[src/rtl/priority_encoder_drain.sv]
// rtl/priority_encoder_drain.sv - handshaked priority encoder that drains every set request bit, one index per beat
// Build option: define PRIO_ENC_HIGH_FIRST_EN to drain from the MSB downward (default drains from bit 0 upward).
module priority_encoder_drain #(
  parameter int WIDTH = 8,
  localparam int IDX_W = $clog2(WIDTH)
) (
  input  logic             clk,
  input  logic             rst,
  input  logic             in_valid,
  output logic             in_ready,
  input  logic [WIDTH-1:0] req,
  output logic             out_valid,
  input  logic             out_ready,
  output logic [IDX_W-1:0] out_idx,
  output logic             out_none,
  output logic             out_last
);

  typedef enum logic {
    IDLE  = 1'b0,
    DRAIN = 1'b1
  } state_t;

  state_t           state;
  state_t           state_nxt;
  logic [WIDTH-1:0] pend;
  logic             zero;
  logic             rst_done;
  logic [IDX_W-1:0] sel_idx;
  logic             at_most_one;
  logic             accept;
  logic             beat_done;

  // Clearing the lowest set bit leaves zero only when at most one bit was pending.
  assign at_most_one = ((pend & (pend - WIDTH'(1))) == '0);

  // Only accept once a full clock has passed with reset released.
  assign accept    = (state == IDLE) && in_valid && rst_done && !rst;
  assign beat_done = (state == DRAIN) && out_ready;

  // State register.
  always_ff @(posedge clk) begin
    if (rst) begin
      state <= IDLE;
    end else begin
      state <= state_nxt;
    end
  end

  // Delays in_ready by one cycle after reset is released.
  always_ff @(posedge clk) begin
    if (rst) begin
      rst_done <= 1'b0;
    end else begin
      rst_done <= 1'b1;
    end
  end

  // Capture a new vector in IDLE, then knock out the serviced bit on each handshake.
  always_ff @(posedge clk) begin
    if (rst) begin
      pend <= '0;
      zero <= 1'b0;
    end else if (accept) begin
      pend <= req;
      zero <= (req == '0);
    end else if (beat_done) begin
      pend <= pend & ~(WIDTH'(1) << sel_idx);
    end
  end

  // Pick the winning pending bit; the loop order makes the last match win.
  always_comb begin
    sel_idx = '0;
`ifdef PRIO_ENC_HIGH_FIRST_EN
    for (int i = 0; i < WIDTH; i++) begin
      if (pend[i]) sel_idx = IDX_W'(i);
    end
`else
    for (int i = WIDTH - 1; i >= 0; i--) begin
      if (pend[i]) sel_idx = IDX_W'(i);
    end
`endif
  end

  // Next-state and output decode; outputs depend only on registered state (plus rst gating in_ready).
  always_comb begin
    state_nxt = state;
    in_ready  = 1'b0;
    out_valid = 1'b0;
    out_idx   = '0;
    out_none  = 1'b0;
    out_last  = 1'b0;
    case (state)
      IDLE: begin
        in_ready = rst_done && !rst;
        if (accept) state_nxt = DRAIN;
      end
      DRAIN: begin
        out_valid = 1'b1;
        out_idx   = sel_idx;
        out_none  = zero;
        out_last  = zero || at_most_one;
        if (out_ready && (zero || at_most_one)) state_nxt = IDLE;
      end
      default: state_nxt = IDLE;
    endcase
  end

endmodule
[config.mk]
export PLATFORM = sky130hd
export DESIGN_NAME = priority_encoder_drain
export DESIGN_NICKNAME = d
export VERILOG_FILES = /design/src/rtl/priority_encoder_drain.sv
export SDC_FILE = /design/constraint.sdc
export NUM_CORES = 1
export LEC_CHECK = 0
export CAP_MARGIN = 10
export CORE_MARGIN = 2
export CORE_UTILIZATION = 45
export CTS_CLUSTER_SIZE = 28
export DETAILED_ROUTE_END_ITERATION = 16
export GPL_TIMING_DRIVEN = 0
export PLACE_DENSITY = 0.86
export SETUP_SLACK_MARGIN = 0.4
export SLEW_MARGIN = 20
export SYNTH_ARGS = -nofsm -noshare
export SYNTH_HDL_FRONTEND = slang
export SYNTH_SLANG_ARGS = --single-unit
[constraint.sdc]
create_clock -name clk -period 2.6 [get_ports clk]
set_clock_uncertainty 0.2 [all_clocks]
set_input_delay 0.65 -clock clk [delete_from_list [all_inputs] [get_ports clk]]
set_output_delay 0.65 -clock clk [all_outputs]
set_load 0.03 [all_outputs]
==> run_results.csv <==
group,metric,value,unit
setup_path,cp.arrival,1.75,ns
setup_path,endpoint_kind,"primary output",
finish,area_growth_syn_to_layout,48.9,%
setup_path,path_max_fanout,6,
sta,slew_headroom,57.2,%
global_route,gr-usage-all-layers,22.6,%
cts,cts_buffers,3,
floorplan,start_util,46.4,%
sta,period_share,99.9,%
cts,cts_max_level,1,
route,drtPass1Iterations,4,
cts,clockBufferDepth,2,
logic_synthesis,synth_top_family_by_area,"simple AND/OR/NAND/NOR gates",
cts,root_buffer,"clkbuf_4",
power,power_density,427,nW/um^2
logic_synthesis,synth-seq-cells,11,
finish,nets,126,
logic_synthesis,ys_warn_count,0,
logic_synthesis,synth_edf_count,0,
sta,setup_viol,0,
cts,clk_pin_slew,0.07,ns
route,drc_errors,0,
placement,hpwl,1310,um
sta,hold_viol_final,0,
sta,clock.fmax,385,MHz
setup_path,required,1.75,ns
route,vias,795,
global_route,grt_max_degree,11,
cts,cts_num_sinks,11,
global_route,grt_pass1_vias,656,
power,sw_frac_of_total,30.5,%
hold_path,min_path_type,"register to register",
floorplan,die_w,43.0,um
finish,insertedDiodeCount,0,
logic_synthesis,avgSynthCellArea,8.33,sq um
finish,drive_gt1_share,32.7,%
logic_synthesis,synth.area.top_cells,"dfxtp_1 (32%), a32o_1 (7.3%), a21oi_1 (5.9%), nand2_1 (4.9%), buf_6 (4.9%)",
floorplan,die_area,1850,sq um
power,peakVddDrop,0.355,mV
setup_path,crit_path_start_kind,"register",
cts,hold_buffers,0,
power,clkPwrFrac,28.6,%
global_route,met2_usage,33.6,%
power,pwr-share-seq,42.9,%
logic_synthesis,yosysSeqAreaShare,32.2,%
logic_synthesis,yosysUniqueCellTypes,29,
logic_synthesis,synthCells,82,
logic_synthesis,synth-adder-area-share,0,%
route,routed_wl,2080,um
route,drtAntennaViolNets,0,
global_route,grt.busiest_layer,"met2",
cts,insertion_delay,0.28,ns
logic_synthesis,synthSimpleGateAreaFrac,30.8,%
floorplan,core,1470,sq um
power,p_int,302,uW
logic_synthesis,synthMuxAreaShare,0,%
logic_synthesis,yosysTopAreaCell,"dfxtp_1",
route,drt_iter0_markers,24,
logic_synthesis,synth-compound-area-share,30.4,%
global_route,overflow,0,
logic_synthesis,synthXorXnorAreaFrac,0,%
logic_synthesis,async_reset_ff_share,0,%
placement,port_buffers,18,
job,drv_cap,0,
finish,finish.utilization,69.1,%
route,routed_via_density,6.16,
sta,tightest_slew,0.639,ns
sta,rsz0062_at_grt,"yes",
logic_synthesis,synth.net_count,94,
finish,final_area,1020,sq um
logic_synthesis,synth_top_area_share,32.2,%
global_route,grtUsageMet3,4.68,%
global_route,met1_usage,29.2,%
logic_synthesis,synth_top_flop_cell,"dfxtp_1",
sta,timing.final.crit_period,2.60,ns
power,p_comb_share,28.5,%
cts,cts_tree,"done",
placement,placed_cell_area,883,sq um
placement,gp_congestion,0.932,
floorplan,die_h,43.0,um
global_route,antenna_found_initial,0,
floorplan,ioPinCount,19,
sta,maxSlewViolCount,0,
power,leakagePower,0.000392,uW
global_route,grt_pass1_wl,3070,um
route,wl_per_cell,16.2,um
setup_path,setup.worst_path.class,"register to primary output",
outcome,status,"complete, no violations",
floorplan,rows,14,
power,p_switching,132,uW
logic_synthesis,netlist_area,683,sq um
[placed cells by master (no fill, tap or decap), drive strengths merged, types with 2 or more instances in the layout]
| cell | instances |
|---|---|
| buf | 17 |
| dfxtp | 11 |
| clkdlybuf4s50 | 10 |
| nand2 | 9 |
| a21oi | 8 |
| nor2 | 6 |
| o21ai | 6 |
| a32o | 5 |
| clkbuf | 5 |
| and2 | 5 |
| inv | 3 |
| nor4 | 3 |
| a211oi | 2 |
| o21a | 2 |
| and3 | 2 |
| a31oi | 2 |
| o211ai | 2 |
| nand3 | 2 |
| nor3 | 2 |
[cell usage after synthesis (2+ instances only)]
master     n
a211oi_1   2
o21a_1     2
a31oi_1    2
and2_1     3
inv_1      3
nor4_1     2
a32o_1     5
nand2_1    9
nor2_1     6
o211ai_1   2
buf_6      3
a21oi_1    8
nor3_1     2
and2_2     2
o21ai_0    6
nand3_1    2
dfxtp_1   11
[worst paths after layout]
| check | from | endpoint | depth (start not counted) | slack (ns) |
|---|---|---|---|---|
| worst min register to register | zero | zero | 2 | 0.31 |
| worst min-delay path | zero | zero | 2 | 0.31 |
| worst max-delay path | pend[0] | out_last | 7 | 0.003 |
| worst max register to register | pend[0] | pend[4] | 7 | 0.32 |
[critical path, cell delays in order, from the launching register on]
cell and delay [ns]:
dfxtp_2 0.32, buf_6 0.12, nor4_4 0.37, a21oi_2 0.11
o21ai_2 0.13, o21a_1 0.15, and2_4 0.14, buf_6 0.12
[sequential cells by signal (all words and copies together), names as in the netlist]
name,cells
zero,1
rst_done,1
pend,8
state,1
[area by class of cell]
class | instances | area (sq um)
multi-input cells | 65 | 457
fillers | 111 | 454
repair buffers | 27 | 248
flip-flops and latches | 11 | 221
plain buffers | 3 | 33.8
clock buffers | 4 | 26.3
well taps | 16 | 20.0
inverters | 3 | 11.3
[metrics by stage]
| stage | setup WS, ns | hold slack, ns | instances | TNS, ns | total power [uW] |
|---|---|---|---|---|---|
| after floorplan | 0.402 | 0.252 | 82 | 0 | 242 |
| after global placement | -0.347 | 0.285 | 116 | -0.710 | 277 |
| after detailed placement | -0.362 | 0.289 | 116 | -0.775 | 279 |
| after CTS | 0.0605 | 0.304 | 126 | 0 | 421 |
| after global routing | -0.0743 | 0.344 | 129 | -0.0743 | 452 |
| final | 0.00319 | 0.309 | 129 | 0 | 435 |
[kinds of logic after synthesis]
family | Yosys count
AND/OR/NAND/NOR | 35
flip-flops | 11
buffers and inverters | 6
AO/OA/AOI/OAI | 30
[metal layers]
metal,vias to the layer above,share of wire [%]
li1,369,-
met1,368,41
met2,49,48
met3,9,7.7
met4,0,3.6
met5,-,0
[power groups by stage]
| stage | Clock (uW) | Combinational (uW) | Sequential (uW) |
|---|---|---|---|
| after floorplan | 0 | 54.2 | 187 |
| after global placement | 0 | 88.2 | 189 |
| after detailed placement | 0 | 90.2 | 189 |
| after CTS | 123 | 112 | 185 |
| after global routing | 134 | 131 | 187 |
| final | 124 | 124 | 186 |
[repair_timing]
action / in CTS / in global routing
pin swaps: 3 / 4
resized for setup: 45 / 8
endpoints found under the setup margin: 7 / 7
gates cloned: 0 / 0
setup buffers: 6 / 3
(Power assumes the default switching activity.)
